[config.mk]
export PLATFORM = sky130hd
export DESIGN_NAME = id_ex_stage
export DESIGN_NICKNAME = d
export VERILOG_FILES = /design/src/rtl/pipe_pkg.sv /design/src/rtl/hazard_detect.sv /design/src/rtl/id_ex_stage.sv
export SDC_FILE = /design/constraint.sdc
export NUM_CORES = 1
export LEC_CHECK = 0
export BUFFER_PORTS_ARGS = -buffer_cell sky130_fd_sc_hd__buf_4
export CAP_MARGIN = 20
export CORE_MARGIN = 4
export CORE_UTILIZATION = 45
export CTS_BUF_LIST = sky130_fd_sc_hd__clkbuf_16
export DETAILED_ROUTE_END_ITERATION = 10
export PLACE_DENSITY = 0.88
export SLEW_MARGIN = 30
export SYNTH_ARGS = -nofsm -noshare
export SYNTH_HDL_FRONTEND = slang
export SYNTH_SLANG_ARGS = --single-unit
[constraint.sdc]
create_clock -name clk -period 7.5 [get_ports clk]
set_clock_uncertainty 0.15 [all_clocks]
set_input_delay 1.125 -clock clk [delete_from_list [all_inputs] [get_ports clk]]
set_output_delay 1.125 -clock clk [all_outputs]
set_load 0.01 [all_outputs]
[src/rtl/pipe_pkg.sv]
// Shared types and constants for the ID/EX pipeline stage.
// Holds the EX occupancy FSM encoding, ALUOp width and the ID/EX register layout.
package pipe_pkg;
   localparam int ALUOP_W        = 4;
   localparam int CNT_W          = 4;
   localparam int MULDIV_LAT_DEF = 4;

   typedef enum logic {
      RUN     = 1'b0,
      MD_BUSY = 1'b1
   } ex_state_e;

   typedef struct packed {
      logic               valid;
      logic [4:0]         rs;
      logic [4:0]         rt;
      logic [4:0]         wr;
      logic [31:0]        rs_data;
      logic [31:0]        rt_data;
      logic [31:0]        imm;
      logic [31:0]        pc;
      logic               reg_write;
      logic               mem_read;
      logic               mem_write;
      logic               mem_to_reg;
      logic               alu_src;
      logic               is_muldiv;
      logic [ALUOP_W-1:0] alu_op;
   } id_ex_t;
endpackage

[src/rtl/hazard_detect.sv]
// Combinational load-use detector: a load sitting in EX whose destination
// is read by the instruction currently in ID.
module hazard_detect (
   input  logic       ex_valid,
   input  logic       ex_mem_read,
   input  logic [4:0] ex_wr,
   input  logic       id_valid,
   input  logic [4:0] id_rs,
   input  logic [4:0] id_rt,
   input  logic       id_uses_rt,
   output logic       load_use
);
   logic rs_match;
   logic rt_match;

   // $0 is never a real dependency, so a load targeting it never stalls.
   assign rs_match = (ex_wr == id_rs);
   assign rt_match = id_uses_rt & (ex_wr == id_rt);
   assign load_use = ex_valid & ex_mem_read & (ex_wr != 5'd0) & id_valid
                   & (rs_match | rt_match);
endmodule

[src/rtl/id_ex_stage.sv]
// ID/EX pipeline register with load-use bubble insertion and a multi-cycle
// mul/div occupancy FSM that holds the stage while EX is busy.
module id_ex_stage
   import pipe_pkg::*;
#(
   parameter int MULDIV_LAT = MULDIV_LAT_DEF
) (
   input  logic               clk,
   input  logic               rst,
   input  logic               IF_ID_valid,
   input  logic [4:0]         IF_ID_rs,
   input  logic [4:0]         IF_ID_rt,
   input  logic [4:0]         IF_ID_rd,
   input  logic               IF_ID_uses_rt,
   input  logic [31:0]        rs_data,
   input  logic [31:0]        rt_data,
   input  logic [31:0]        imm,
   input  logic [31:0]        IF_ID_pc,
   input  logic               RegWrite,
   input  logic               MemRead,
   input  logic               MemWrite,
   input  logic               MemtoReg,
   input  logic               ALUSrc,
   input  logic               RegDst,
   input  logic               is_muldiv,
   input  logic [ALUOP_W-1:0] ALUOp,
   input  logic               flush,
   output logic               ID_EX_valid,
   output logic [4:0]         ID_EX_rs,
   output logic [4:0]         ID_EX_rt,
   output logic [4:0]         ID_EX_wr,
   output logic [31:0]        ID_EX_rs_data,
   output logic [31:0]        ID_EX_rt_data,
   output logic [31:0]        ID_EX_imm,
   output logic [31:0]        ID_EX_pc,
   output logic               ID_EX_RegWrite,
   output logic               ID_EX_MemRead,
   output logic               ID_EX_MemWrite,
   output logic               ID_EX_MemtoReg,
   output logic               ID_EX_ALUSrc,
   output logic               ID_EX_is_muldiv,
   output logic [ALUOP_W-1:0] ID_EX_ALUOp,
   output logic               stall,
   output logic               ex_busy
);
   localparam logic [CNT_W-1:0] MD_LOAD = CNT_W'(MULDIV_LAT - 1);

   ex_state_e        state, nxt_state;
   logic [CNT_W-1:0] cnt, nxt_cnt;
   id_ex_t           q, nxt_q, in_q;
   logic             load_use;

   hazard_detect u_hazard (
      .ex_valid    (q.valid),
      .ex_mem_read (q.mem_read),
      .ex_wr       (q.wr),
      .id_valid    (IF_ID_valid),
      .id_rs       (IF_ID_rs),
      .id_rt       (IF_ID_rt),
      .id_uses_rt  (IF_ID_uses_rt),
      .load_use    (load_use)
   );

   always_comb begin
      in_q            = '0;
      in_q.valid      = 1'b1;
      in_q.rs         = IF_ID_rs;
      in_q.rt         = IF_ID_rt;
      in_q.wr         = RegDst ? IF_ID_rd : IF_ID_rt;
      in_q.rs_data    = rs_data;
      in_q.rt_data    = rt_data;
      in_q.imm        = imm;
      in_q.pc         = IF_ID_pc;
      in_q.reg_write  = RegWrite;
      in_q.mem_read   = MemRead;
      in_q.mem_write  = MemWrite;
      in_q.mem_to_reg = MemtoReg;
      in_q.alu_src    = ALUSrc;
      in_q.is_muldiv  = is_muldiv;
      in_q.alu_op     = ALUOp;
   end

   // Priority: flush, then mul/div hold, then load-use bubble, then normal load.
   always_comb begin
      nxt_state = state;
      nxt_cnt   = cnt;
      nxt_q     = q;
      if (flush) begin
         nxt_q     = '0;
         nxt_state = RUN;
         nxt_cnt   = '0;
      end else if (state == MD_BUSY) begin
         nxt_cnt = cnt - CNT_W'(1);
         if (cnt <= CNT_W'(1)) begin
            nxt_state = RUN;
            nxt_cnt   = '0;
         end
      end else if (load_use || !IF_ID_valid) begin
         nxt_q = '0;
      end else begin
         nxt_q = in_q;
         if (is_muldiv) begin
            nxt_state = MD_BUSY;
            nxt_cnt   = MD_LOAD;
         end
      end
   end

   always_ff @(posedge clk or posedge rst) begin
      if (rst) begin
         state <= RUN;
         cnt   <= '0;
         q     <= '0;
      end else begin
         state <= nxt_state;
         cnt   <= nxt_cnt;
         q     <= nxt_q;
      end
   end

   assign ex_busy = (state == MD_BUSY);
   assign stall   = (load_use | ex_busy) & ~flush;

   assign ID_EX_valid     = q.valid;
   assign ID_EX_rs        = q.rs;
   assign ID_EX_rt        = q.rt;
   assign ID_EX_wr        = q.wr;
   assign ID_EX_rs_data   = q.rs_data;
   assign ID_EX_rt_data   = q.rt_data;
   assign ID_EX_imm       = q.imm;
   assign ID_EX_pc        = q.pc;
   assign ID_EX_RegWrite  = q.reg_write;
   assign ID_EX_MemRead   = q.mem_read;
   assign ID_EX_MemWrite  = q.mem_write;
   assign ID_EX_MemtoReg  = q.mem_to_reg;
   assign ID_EX_ALUSrc    = q.alu_src;
   assign ID_EX_is_muldiv = q.is_muldiv;
   assign ID_EX_ALUOp     = q.alu_op;
endmodule

* Yosys cells after proc, flatten, opt, wreduce, memory -nomap -nowiden
Index checks and enable logic that the tools add are counted.
** Word-level totals
- Register bits :: 159
- Input bits :: 159
- Output and inout bits :: 156
** Cells by class
- Add/subtract/negate cells :: 1
- Magnitude comparators :: 1
- Equal/unequal tests :: 4
- Muxes and demuxes :: 14
- Bitwise gates (word level) :: 9
- Reduce and logical (&&, ||, !) cells :: 5
** Operator list (number)
- 154-bit 2-to-1 mux :: 3
- 4-bit 2-to-1 mux :: 5
- 5-bit == test :: 2
- 1-bit bitwise AND :: 6
- 1-bit 2-to-1 mux :: 5
- 5-bit 2-to-1 mux :: 1
- 5-bit nonzero test :: 1
- 4-bit by 1-bit <= comparator with 1-bit output (second input constant) :: 1
- 4-bit by 1-bit subtractor with 4-bit output (second input constant) :: 1
- 3-bit inequality test (second input constant) :: 1
- 3-bit nonzero test :: 1
- 2-bit inequality test (second input constant) :: 1
- 1-bit bitwise OR :: 2
- 2-bit AND reduction :: 1
- 1-bit logical NOT :: 1
- 1-bit logical OR :: 1
- 1-bit NOT :: 1

* Longest topological paths before layout
Gate-level depths: netlist (run 1).
- Depth after elaboration :: 8
- Gate-level depth with buffers :: 7

* Modules after synthesis
From an unflattened synthesis (run 1), not the netlist that was laid out.
** Unflattened totals
- Cell total of the unflattened synthesis :: 405
- Area total of the unflattened synthesis :: 5871.9 µm²
** By module, submodules not included
- id_ex_stage :: times used 1, cells each 388, area an instance 5741.8 µm², sequential area each 3978.8 µm²
- hazard_detect :: times used 1, cells each 17, area an instance 130.1 µm², sequential area each 0.0 µm²

* Worst setup path before layout (run 1)
OpenSTA, ideal clock, no wires.
- Path type :: input port to output port
- Start point :: input IF_ID_rs[4]
- End point :: output stall
- Data arrival time :: 1892 ps
- Required time :: 6225 ps
- Setup slack :: 4333 ps
- Stages on the path :: 5
- Cells stage by stage :: xnor2_1 nand3_1 o22ai_2 a21oi_1 nor2_1
** Between the ends
- Word-level cells in the longest chain between the ends :: 5
** Ends and longest elaborated chain
- start, declared :: RTL line id_ex_stage.sv:11 : input logic [4:0] IF_ID_rs,
- 5-bit == test :: RTL line hazard_detect.sv:17 : assign rs_match = (ex_wr == id_rs);
- 1-bit bitwise OR :: RTL line hazard_detect.sv:20 : & (rs_match | rt_match);
- 1-bit bitwise AND :: RTL line hazard_detect.sv:20
- 1-bit bitwise OR :: RTL line id_ex_stage.sv:122 : assign stall = (load_use | ex_busy) & ~flush;
- 1-bit bitwise AND :: RTL line id_ex_stage.sv:122
- end, declared :: RTL line id_ex_stage.sv:43 : output logic stall,
Every way passes these cells.

* Worst setup path after layout (run 1)
- Start point :: input IF_ID_rt[4]
- End point :: output stall
** Between the ends
- Word-level cells in the longest chain between the ends :: 6
** Ends and longest elaborated chain
- start, declared :: RTL line id_ex_stage.sv:12 : input logic [4:0] IF_ID_rt,
- 5-bit == test :: RTL line hazard_detect.sv:18 : assign rt_match = id_uses_rt & (ex_wr == id_rt);
- 1-bit bitwise AND :: RTL line hazard_detect.sv:18
- 1-bit bitwise OR :: RTL line hazard_detect.sv:20
- 1-bit bitwise AND :: RTL line hazard_detect.sv:20
- 1-bit bitwise OR :: RTL line id_ex_stage.sv:122
- 1-bit bitwise AND :: RTL line id_ex_stage.sv:122
Every way passes these cells.

==> results.py, run 1 <==
metrics = {
    "power": {
        "clockPowerShare_pct": 40.7,
        "internal-power_uw": 1520,
        "total_power_uw": 2000,
        "pwr_density_cell_nw_per_um2": 224,
        "power_switching_uw": 479,
        "power_leakage_uw": 0.00475,
        "combinationalPowerShare_pct": 12.8,
        "sw_frac_of_total_pct": 24.0,
        "ir_worst_vdd_uv": 127,
        "seqPwrFrac_pct": 46.5,
    },
    "sta": {
        "slew_violations": 0,
        "slew_headroom_pct": 37.7,
        "tns_ns": 0,
        "hold_viol": 0,
        "setup_slack_ns": 4.00,
        "final.min_clock_period_ns": 3.50,
        "rsz0062_at_grt": "false",
        "tightest_slew_ns": 0.934,
        "fin_crit_sh_pct": 46.7,
        "fmax_mhz": 286,
        "setup_viol": 0,
    },
    "synthesis": {
        "synth_top_area_share_pct": 67.2,
        "syn_nets": 565,
        "ys_ff_latch": 159,
        "syn_avg_cell_area_sq_um": 14.6,
        "yosys-top-cells-area": "dfrtp_1 67%, a22o_1 22%, xnor2_1 1.5%, buf_6 1.3%, clkbuf_1 1.1%",
        "netlist_instances": 404,
        "ys_seq_area_share_pct": 67.2,
        "yosysTopAreaCell": "dfrtp_1",
        "synth_area_sq_um": 5920,
        "ys_warn_count": 0,
        "synth_cell_types": 28,
    },
    "cts": {
        "post_cts_buffers": 0,
        "hold_buffers": 0,
        "root_buffer": "clkbuf_16",
        "max-clock-path-buffers": 2,
        "cts_resized": 0,
        "ctsHtreeMaxLevel": 4,
        "path_clk_slew_ns": 0.06,
        "cts_tree": "done",
        "clk_latency_ns": 0.42,
        "clock-sinks": 159,
        "numCtsBuffers": 17,
    },
    "routing": {
        "first_iter_violations": 327,
        "drtAntennaViolNets": 0,
        "drtPass1Iterations": 4,
        "wire_per_inst_um": 19.8,
        "drt-vias-per-instance": 5.35,
        "vias": 4781,
        "routed_wirelength_mm": 17.7,
        "post-route-drc-count": 0,
    },
    "worst_setup_path": {
        "crit_chain": "buf_4, xnor2_1, nand4_1, o22ai_2, a21oi_1, nor2_1, buf_4",
        "cp.arrival_ns": 2.23,
        "crit_top_cell": "buf_4",
        "crit_required_ns": 6.22,
        "path_max_fanout": 4,
        "r2r_setup_slack_ns": 5.08,
        "r2r_cells": 6,
        "r2r-start": "ex_busy",
        "crit_path_end_kind": "output pin",
        "crit_path_start_kind": "primary input",
        "crit_type": "in -> out",
        "crit_slowest_cell": "o22ai_2",
        "r2r_end": "cnt[3]",
        "critPathMaxStageDelay_ns": 0.29,
    },
    "run_status": {
        "outcome": "completed",
    },
    "placement": {
        "dp_hpwl_mm": 12.5,
        "pre_cts_ws_ns": 4.03,
        "numPortBuffers": 314,
        "dp.cells": 862,
        "globalplace.congestion": 0.860,
        "placed_area_sq_um": 8350,
    },
    "layout": {
        "antenna_cells": 0,
        "layout_commonest_cell": "buf_4",
        "area_growth_pct": 50.5,
        "layout_common_cells": "318 x buf_4, 159 x dfrtp_1, 152 x a22o_1",
        "layout.cells.non_filler": 893,
        "nNetsFinal": 870,
        "final_area_sq_um": 8910,
        "layout-drive-gt1-share_pct": 49.1,
    },
    "floorplan": {
        "start_util_pct": 46.5,
        "ios": 315,
        "core_sq_um": 12700,
        "rows": 41,
        "die_y_um": 123,
        "die_w_um": 123,
        "dieArea_sq_um": 15000,
    },
    "grt": {
        "grt_pass1_vias": 4956,
        "grt_overflow_total": 0,
        "track_usage_pct": 23.1,
        "grt_pass1_wl_mm": 26.8,
        "grt_max_degree": 91,
        "grt_antenna_before_repair": 0,
    },
    "min_path": {
        "hold_end": "ID_EX_rt_data[26]",
        "min_path_type": "reg -> reg",
        "hold_path_depth": 1,
        "hold_path.startpoint": "ID_EX_rt_data[26]",
    },
    "flow_run": {
        "maxCapViolCount": 0,
    },
}
## sequential cells by signal, summed over array words and instances, names as in the netlist
signal and cells:
ID_EX_imm 32, ID_EX_pc 32, ID_EX_rs_data 32, ID_EX_rt_data 32, ID_EX_rs 5, ID_EX_rt 5
ID_EX_wr 5, ID_EX_ALUOp 4, cnt 4, ID_EX_ALUSrc 1, ID_EX_MemRead 1, ID_EX_MemWrite 1
ID_EX_MemtoReg 1, ID_EX_RegWrite 1, ID_EX_is_muldiv 1, ID_EX_valid 1, ex_busy 1
## area by class of cell
class	count	area [sq um]
Fill cell	863	3810
Clock inverter	14	129
Tap cell	172	215
Timing Repair Buffer	319	2400
Sequential cell	159	3980
Inverter	3	16.3
Clock buffer	17	425
Multi-Input combinational cell	209	1740
## cell families after synthesis
kind of cell / count (synthesis) / synth area share, %
and+or+nand+nor: 24 / 1.86
muxes: 5 / 0.952
xor gates and xnor gates: 10 / 1.48
AOI/OAI and AO/OA: 168 / 24.6
adders and majority gates: 2 / 0.423
buffers and inverters: 36 / 3.40
DFF: 159 / 67.2
## routing by layer
layer / up-vias / track usage (%) / part of all wire, %
li1: 2159 / - / -
met1: 2353 / 27.5 / 38
met2: 239 / 38.9 / 51
met3: 30 / 7.70 / 8.4
met4: 0 / 8.68 / 2.4
met5: - / 0 / 0
## cells in the mapped netlist
| cell | number |
|---|---|
| nand4b_1 | 1 |
| a41o_1 | 1 |
| nand3_1 | 3 |
| buf_2 | 8 |
| o22a_1 | 1 |
| a21oi_4 | 1 |
| a21o_1 | 1 |
| inv_1 | 3 |
| nor3b_1 | 1 |
| a21oi_1 | 4 |
| buf_4 | 1 |
| dfrtp_1 | 159 |
| buf_6 | 7 |
| clkbuf_1 | 17 |
| o22ai_2 | 1 |
| nand4_1 | 1 |
| nand2_1 | 11 |
| xnor2_1 | 10 |
| mux2_2 | 5 |
| nor2b_1 | 1 |
| a22o_1 | 152 |
| o21ai_0 | 2 |
| ha_1 | 2 |
| o211ai_1 | 3 |
| nor3_1 | 2 |
| nor2_1 | 4 |
| a2111o_1 | 1 |
| o31ai_1 | 1 |
## power groups by stage
stage | clock network (uW) | logic [uW] | registers [uW]
finish | 814 | 256 | 929
global route | 865 | 277 | 933
CTS | 825 | 259 | 929
detailed placement | 0 | 258 | 943
global placement | 0 | 250 | 940
floorplan | 0 | 89.0 | 957
## stage by stage
| stage | hold WS, ns | utilization (%) |
|---|---|---|
| 6_report | 0.354 | 70.0 |
| 5_1_grt | 0.364 | 70.0 |
| 4_1_cts | 0.360 | 70.0 |
| 3_5_place_dp | 0.343 | 65.6 |
| 3_3_place_gp | 0.322 | 65.6 |
| 2_1_floorplan | 0.340 | - |
## critical path: cells and delay by family
family | cells | cell delay [ns]
compound gates | 2 | 0.40
buf+inv | 2 | 0.25
xor+xnor | 1 | 0.16
simple gates | 2 | 0.28
## how the worst max path moves through the flow
| stage | to | depth (start not counted) | start |
|---|---|---|---|
| finish | stall | 7 | IF_ID_rt[4] |
| global route | stall | 7 | IF_ID_rs[2] |
| CTS | stall | 7 | IF_ID_rt[4] |
| detailed placement | stall | 7 | IF_ID_rs[4] |
| global placement | stall | 7 | IF_ID_rt[4] |
| floorplan | ID_EX_ALUOp[0] | 1 | rst |
(Power assumes the default switching activity.)
==> run 2: changes to the inputs <==
==> constraint.sdc (replaced) <==
create_clock -name clk -period 3.4 [get_ports clk]
set_clock_uncertainty 0.15 [all_clocks]
set_input_delay 0.51 -clock clk [delete_from_list [all_inputs] [get_ports clk]]
set_output_delay 0.51 -clock clk [all_outputs]
set_load 0.01 [all_outputs]
==> run 2 against run 1 <==
  * Critical path depth decreased by 1
  * Worst hold slack got worse by 0.20 ns
  * Clock power increased by 130%
  * Sequential share of layout area decreased by 0.35 points
  * Sequential cell count unchanged
  * Largest cell class unchanged
  * Largest power group unchanged
==> results.py, run 2 (same netlist as run 1, synthesis figures left out) <==
metrics = {
    "sta": {
        "fin_crit_sh_pct": 74.5,
        "slew_violations": 0,
        "rsz0062_at_grt": "false",
        "fmax_mhz": 395,
        "slew_headroom_pct": 38.7,
        "setup_slack_ns": 0.868,
        "tightest_slew_ns": 0.918,
        "setup_viol": 0,
        "tns_ns": 0,
        "final.min_clock_period_ns": 2.53,
        "whs_ns": 0.157,
        "hold_viol": 0,
    },
    "cts": {
        "max-clock-path-buffers": 2,
        "root_buffer": "clkbuf_16",
        "cts_tree": "done",
        "path_clk_slew_ns": 0.06,
        "clk_latency_ns": 0.41,
        "ctsHtreeMaxLevel": 4,
        "cts_resized": 0,
        "hold_buffers": 0,
        "post_cts_buffers": 0,
        "clock-sinks": 159,
        "numCtsBuffers": 17,
    },
    "routing": {
        "post-route-drc-count": 0,
        "topRoutingLayerUsed": "met4",
        "vias": 4828,
        "drt-vias-per-instance": 5.41,
        "wl_met1_mm": 6.43,
        "wl_met3_mm": 1.62,
        "drtPass1Iterations": 4,
        "wl_met2_mm": 8.84,
        "drtAntennaViolNets": 0,
        "first_iter_violations": 256,
        "routed_wirelength_mm": 17.2,
        "wire_per_inst_um": 19.3,
    },
    "grt": {
        "grt_pass1_vias": 4980,
        "grt_antenna_before_repair": 0,
        "grt_overflow_total": 0,
        "grt_max_degree": 160,
        "track_usage_pct": 22.6,
        "grt_pass1_wl_mm": 26.4,
    },
    "layout": {
        "layout-drive-gt1-share_pct": 49.1,
        "nNetsFinal": 870,
        "layout_common_cells": "315 x buf_4, 159 x dfrtp_1, 152 x a22o_1",
        "area_growth_pct": 51.7,
        "layout_commonest_cell": "buf_4",
        "post-route-util_pct": 70.6,
        "antenna_cells": 0,
    },
    "flow_run": {
        "maxCapViolCount": 0,
    },
    "worst_setup_path": {
        "crit_path_end_kind": "output pin",
        "path_max_fanout": 5,
        "crit_path_start_kind": "register",
        "r2r_setup_slack_ns": 1.08,
        "crit_type": "reg -> out",
        "crit_chain": "xnor2_1, nand3_1, o22ai_2, a21oi_1, nor2_1, buf_4",
        "crit_slowest_cell": "dfrtp_1",
        "crit_required_ns": 2.74,
        "cp.arrival_ns": 1.87,
        "critPathMaxStageDelay_ns": 0.44,
    },
    "floorplan": {
        "dieArea_sq_um": 15000,
        "start_util_pct": 46.5,
        "die_w_um": 123,
        "ios": 315,
        "core_sq_um": 12700,
        "rows": 41,
        "die_y_um": 123,
    },
    "placement": {
        "pre_cts_ws_ns": 1.01,
        "dp_hpwl_mm": 12.4,
        "globalplace.congestion": 0.793,
        "numPortBuffers": 314,
    },
    "min_path": {
        "min_path_type": "in -> reg",
    },
    "power": {
        "total_power_uw": 4480,
        "ir_worst_vdd_uv": 290,
        "power_leakage_uw": 0.00476,
        "pwr_density_cell_nw_per_um2": 500,
    },
    "run_status": {
        "outcome": "completed",
    },
}
run 2: changes by cell type in the layout (fill, tap and decap cells not counted), sizes merged:
| cell | before | now |
|---|---|---|
| inv | 8 | 5 |
| bufinv | 2 | 3 |
| clkinv | 4 | 5 |
| clkinvlp | 3 | 4 |
run 2: area by class of cell:
class                   count  area (sq um)
clock buffers              17           425
clock inverters            14           154
fillers                   843          3740
inverters                   3          15.0
multi-input cells         209          1740
flip-flops and latches    159          3980
well taps                 172           215
repair buffers            319          2440
run 2: routing by layer:
layer  vias up  GRT usage, %
li1       2159             -
met1      2378          27.2
met2       259          38.1
met3        32          7.60
met4         0          7.70
met5         -             0
run 2: where the power goes:
group	internal, uW	switching (uW)	leakage, uW
logic	313	258	0.00233
clock network	1140	729	0.000284
registers	1980	63.8	0.00215
total	3430	1050	0.00476
run 2: worst paths after layout:
kind                                 start           endpoint  depth (start not counted)
max                            ID_EX_wr[2]              stall                          6
min                            rs_data[29]  ID_EX_rs_data[29]                          2
max reg2reg                    ID_EX_wr[0]  ID_EX_rt_data[23]                          5
min reg2reg                ID_EX_is_muldiv    ID_EX_is_muldiv                          2
max in group asynchronous              rst        ID_EX_rs[4]                          3
min in group asynchronous              rst  ID_EX_rt_data[13]                          3
run 2: critical path: cells and delay by family (launching register included):
kind / cells / cell delay, ns
compound gates: 2 / 0.44
xor+xnor: 1 / 0.19
buf+inv: 1 / 0.13
flops: 1 / 0.44
simple gates: 2 / 0.26
run 2: stage by stage:
stage | cell area [sq um] | instances
3_5_place_dp | 8400 | 862
5_1_grt | 8980 | 893
3_3_place_gp | 8400 | 862
6_report | 8980 | 893
4_1_cts | 8980 | 893
2_1_floorplan | 5920 | 404
==> run 3: changes to the inputs <==
--- a/config.mk
+++ b/config.mk
@@ -5,10 +5,11 @@
 export SDC_FILE = /design/constraint.sdc
 export NUM_CORES = 1
 export LEC_CHECK = 0
+export ABC_AREA = 1
 export BUFFER_PORTS_ARGS = -buffer_cell sky130_fd_sc_hd__buf_4
 export CAP_MARGIN = 20
 export CORE_MARGIN = 4
-export CORE_UTILIZATION = 45
+export CORE_UTILIZATION = 46
 export CTS_BUF_LIST = sky130_fd_sc_hd__clkbuf_16
 export DETAILED_ROUTE_END_ITERATION = 10
 export PLACE_DENSITY = 0.88
==> constraint.sdc (replaced) <==
create_clock -name clk -period 2.4 [get_ports clk]
set_clock_uncertainty 0.15 [all_clocks]
set_input_delay 0.36 -clock clk [delete_from_list [all_inputs] [get_ports clk]]
set_output_delay 0.36 -clock clk [all_outputs]
set_load 0.01 [all_outputs]
==> run 3 against run 2 <==
  * Synthesized cell count rose by 82%
  * Via count up 41%
  * Sequential cell count unchanged
  * Register-to-register slack worse by 0.59 ns
  * Global-route usage is 8.3 points higher
  * Sequential power increased by 41%
  * Critical path depth grew 2
  * Final area increased by 18%
  * Worst setup slack got worse by 0.72 ns
  * First-iteration DRC count is 120% higher
  * Critical path type is now in -> out
  * Critical endpoint unchanged
==> results.py, run 3 <==
metrics = {
    "synthesis": {
        "yosys-top-cells-area": "dfrtp_1 63%, nand2_1 28%, buf_6 2.3%, inv_1 1.1%, o21ai_0 1.0%",
        "async_reset_ff_share_pct": 100,
        "synth_area_sq_um": 6330,
        "syn_nets": 895,
        "syn_avg_cell_area_sq_um": 8.62,
        "synthTopCellsByCount": "466 x nand2_1, 159 x dfrtp_1, 19 x inv_1",
        "synth_edf_count": 0,
        "ys_ff_latch": 159,
        "netlist_instances": 734,
        "yosysTopAreaCell": "dfrtp_1",
        "yosysMostFrequentCell": "nand2_1",
        "synth_cell_types": 21,
        "ys_warn_count": 0,
        "synth_ff_type": "dfrtp_1",
        "synth_top_area_share_pct": 62.9,
        "ys_seq_area_share_pct": 62.9,
    },
    "grt": {
        "track_usage_pct": 30.9,
        "grt_overflow_total": 0,
        "grt_pass1_wl_mm": 38.3,
        "grt_antenna_before_repair": 1,
        "grt_max_degree": 72,
        "grt_pass1_vias": 7281,
    },
    "sta": {
        "final.min_clock_period_ns": 2.25,
        "slew_violations": 0,
        "slew_headroom_pct": 52.7,
        "fin_crit_sh_pct": 93.8,
        "setup_viol": 0,
        "fmax_mhz": 444,
        "rsz0062_at_grt": "false",
        "hold_viol": 0,
        "tightest_slew_ns": 0.709,
        "whs_ns": 0.00240,
    },
    "worst_setup_path": {
        "crit_slowest_cell": "dlygate4sd3_1",
        "crit_required_ns": 1.89,
        "path_max_fanout": 3,
        "crit_path_end_kind": "output pin",
        "crit_top_cell": "buf_4",
        "crit_chain": "dlygate4sd3_1, buf_4, xnor2_1, nand3_1, nand2_1, nand2_2, o21ai_0, buf_4",
        "r2r_end": "ID_EX_rs_data[12]",
        "cp.arrival_ns": 1.74,
        "startpoint": "IF_ID_rs[2]",
        "crit_type": "in -> out",
        "critPathCapture": "stall",
        "critPathMaxStageDelay_ns": 0.55,
        "r2r_cells": 12,
        "r2r-start": "ID_EX_wr[4]",
        "crit_path_start_kind": "primary input",
        "r2r_setup_slack_ns": 0.49,
    },
    "routing": {
        "drtAntennaViolNets": 0,
        "drtPass1Iterations": 6,
        "post-route-drc-count": 0,
        "wire_per_inst_um": 17.7,
        "vias": 6829,
        "drt-vias-per-instance": 5.02,
        "first_iter_violations": 572,
        "routed_wirelength_mm": 24.1,
    },
    "floorplan": {
        "core_sq_um": 13300,
        "start_util_pct": 47.4,
        "die_w_um": 125,
        "rows": 42,
        "dieArea_sq_um": 15700,
        "ios": 315,
        "die_y_um": 125,
    },
    "layout": {
        "nNetsFinal": 1331,
        "post-route-util_pct": 79.7,
        "area_growth_pct": 68.1,
        "layout-drive-gt1-share_pct": 30.5,
        "layout_common_cells": "466 x nand2_1, 322 x buf_4, 158 x dfrtp_1",
        "layout_commonest_cell": "nand2_1",
        "nFillCells": 769,
    },
    "placement": {
        "numPortBuffers": 314,
        "globalplace.congestion": 0.867,
        "dp_hpwl_mm": 13.4,
    },
    "cts": {
        "clock-sinks": 159,
        "max-clock-path-buffers": 2,
        "cts_tree": "done",
        "root_buffer": "clkbuf_16",
        "ctsHtreeMaxLevel": 4,
        "numCtsBuffers": 17,
        "path_clk_slew_ns": 0.07,
        "clk_latency_ns": 0.42,
    },
    "power": {
        "power_leakage_uw": 0.00607,
        "ir_worst_vdd_uv": 440,
        "pwr_density_cell_nw_per_um2": 610,
    },
    "flow_run": {
        "maxCapViolCount": 0,
    },
    "run_status": {
        "outcome": "completed",
    },
    "min_path": {
        "min_path_type": "in -> reg",
    },
}
[run 3: worst min-delay path by stage]
stage,startpoint,endpoint,slack [ns],depth (start not counted)
final,IF_ID_pc[28],ID_EX_pc[28],0.002,3
after global routing,rs_data[20],ID_EX_rs_data[20],0.007,3
after CTS,ALUSrc,ID_EX_ALUSrc,0.001,3
after detailed placement,rst,ID_EX_rt_data[10],0.28,2
after global placement,rst,ID_EX_pc[10],0.28,2
after floorplan,ALUOp[0],ID_EX_ALUOp[0],0.32,2
[run 3: cell families after synthesis]
family,Yosys count,share of synthesized area (%)
AOI/OAI and AO/OA,24,2.04
adders and majority gates,2,0.395
xor gates and xnor gates,2,0.277
and+or+nand+nor,491,29.5
DFF,159,62.9
buffers and inverters,56,4.94
[run 3: repair_timing]
action	4_1_cts	5_1_grt
endpoints found under the setup margin	0	1
gates resized for setup	0	1
endpoints found under the hold margin	138	0
setup buffers	0	0
hold buffers	124	0
[run 3: final cells by class]
class | count | area [sq um] | share of cell area, %
diodes | 1 | 2.50 | 0.0235
clock buffers | 17 | 425 | 4.00
clock inverters | 15 | 134 | 1.26
inverters | 23 | 92.6 | 0.870
multi-input cells | 519 | 2040 | 19.2
flip-flops and latches | 159 | 3980 | 37.4
well taps | 176 | 220 | 2.07
repair buffers | 450 | 3740 | 35.1
[run 3: critical path, delay by kind of cell]
kind | cells | cell delay, ns
buffers and inverters | 3 | 0.85
AND/OR/NAND/NOR | 3 | 0.23
XOR/XNOR | 1 | 0.15
AO/OA/AOI/OAI | 1 | 0.14
[run 3: layer usage]
metal / vias to the layer above / global-route usage (%) / part of all wire (%)
met5: - / 0 / 0
met4: 0 / 16.6 / 5.1
met3: 101 / 7.55 / 7.8
met2: 414 / 55.7 / 53
met1: 3228 / 33.3 / 34
li1: 3086 / - / -
[run 3: stage by stage]
step	cell area, sq um	std cells	setup slack [ns]	setup TNS (ns)	power (uW)
2_1_floorplan	6330	734	-0.125	-19.85	3250
3_3_place_gp	8830	1203	0.583	0	3720
3_5_place_dp	8830	1203	0.549	0	3740
4_1_cts	10600	1359	0.165	0	6460
5_1_grt	10600	1360	0.00977	0	6730
6_report	10600	1360	0.150	0	6490
[run 3: power breakdown]
part	switching, uW	internal, uW	leakage (uW)
clock network	1080	1510	0.000286
registers	91.3	2810	0.00214
logic	472	533	0.00364
total	1640	4850	0.00607
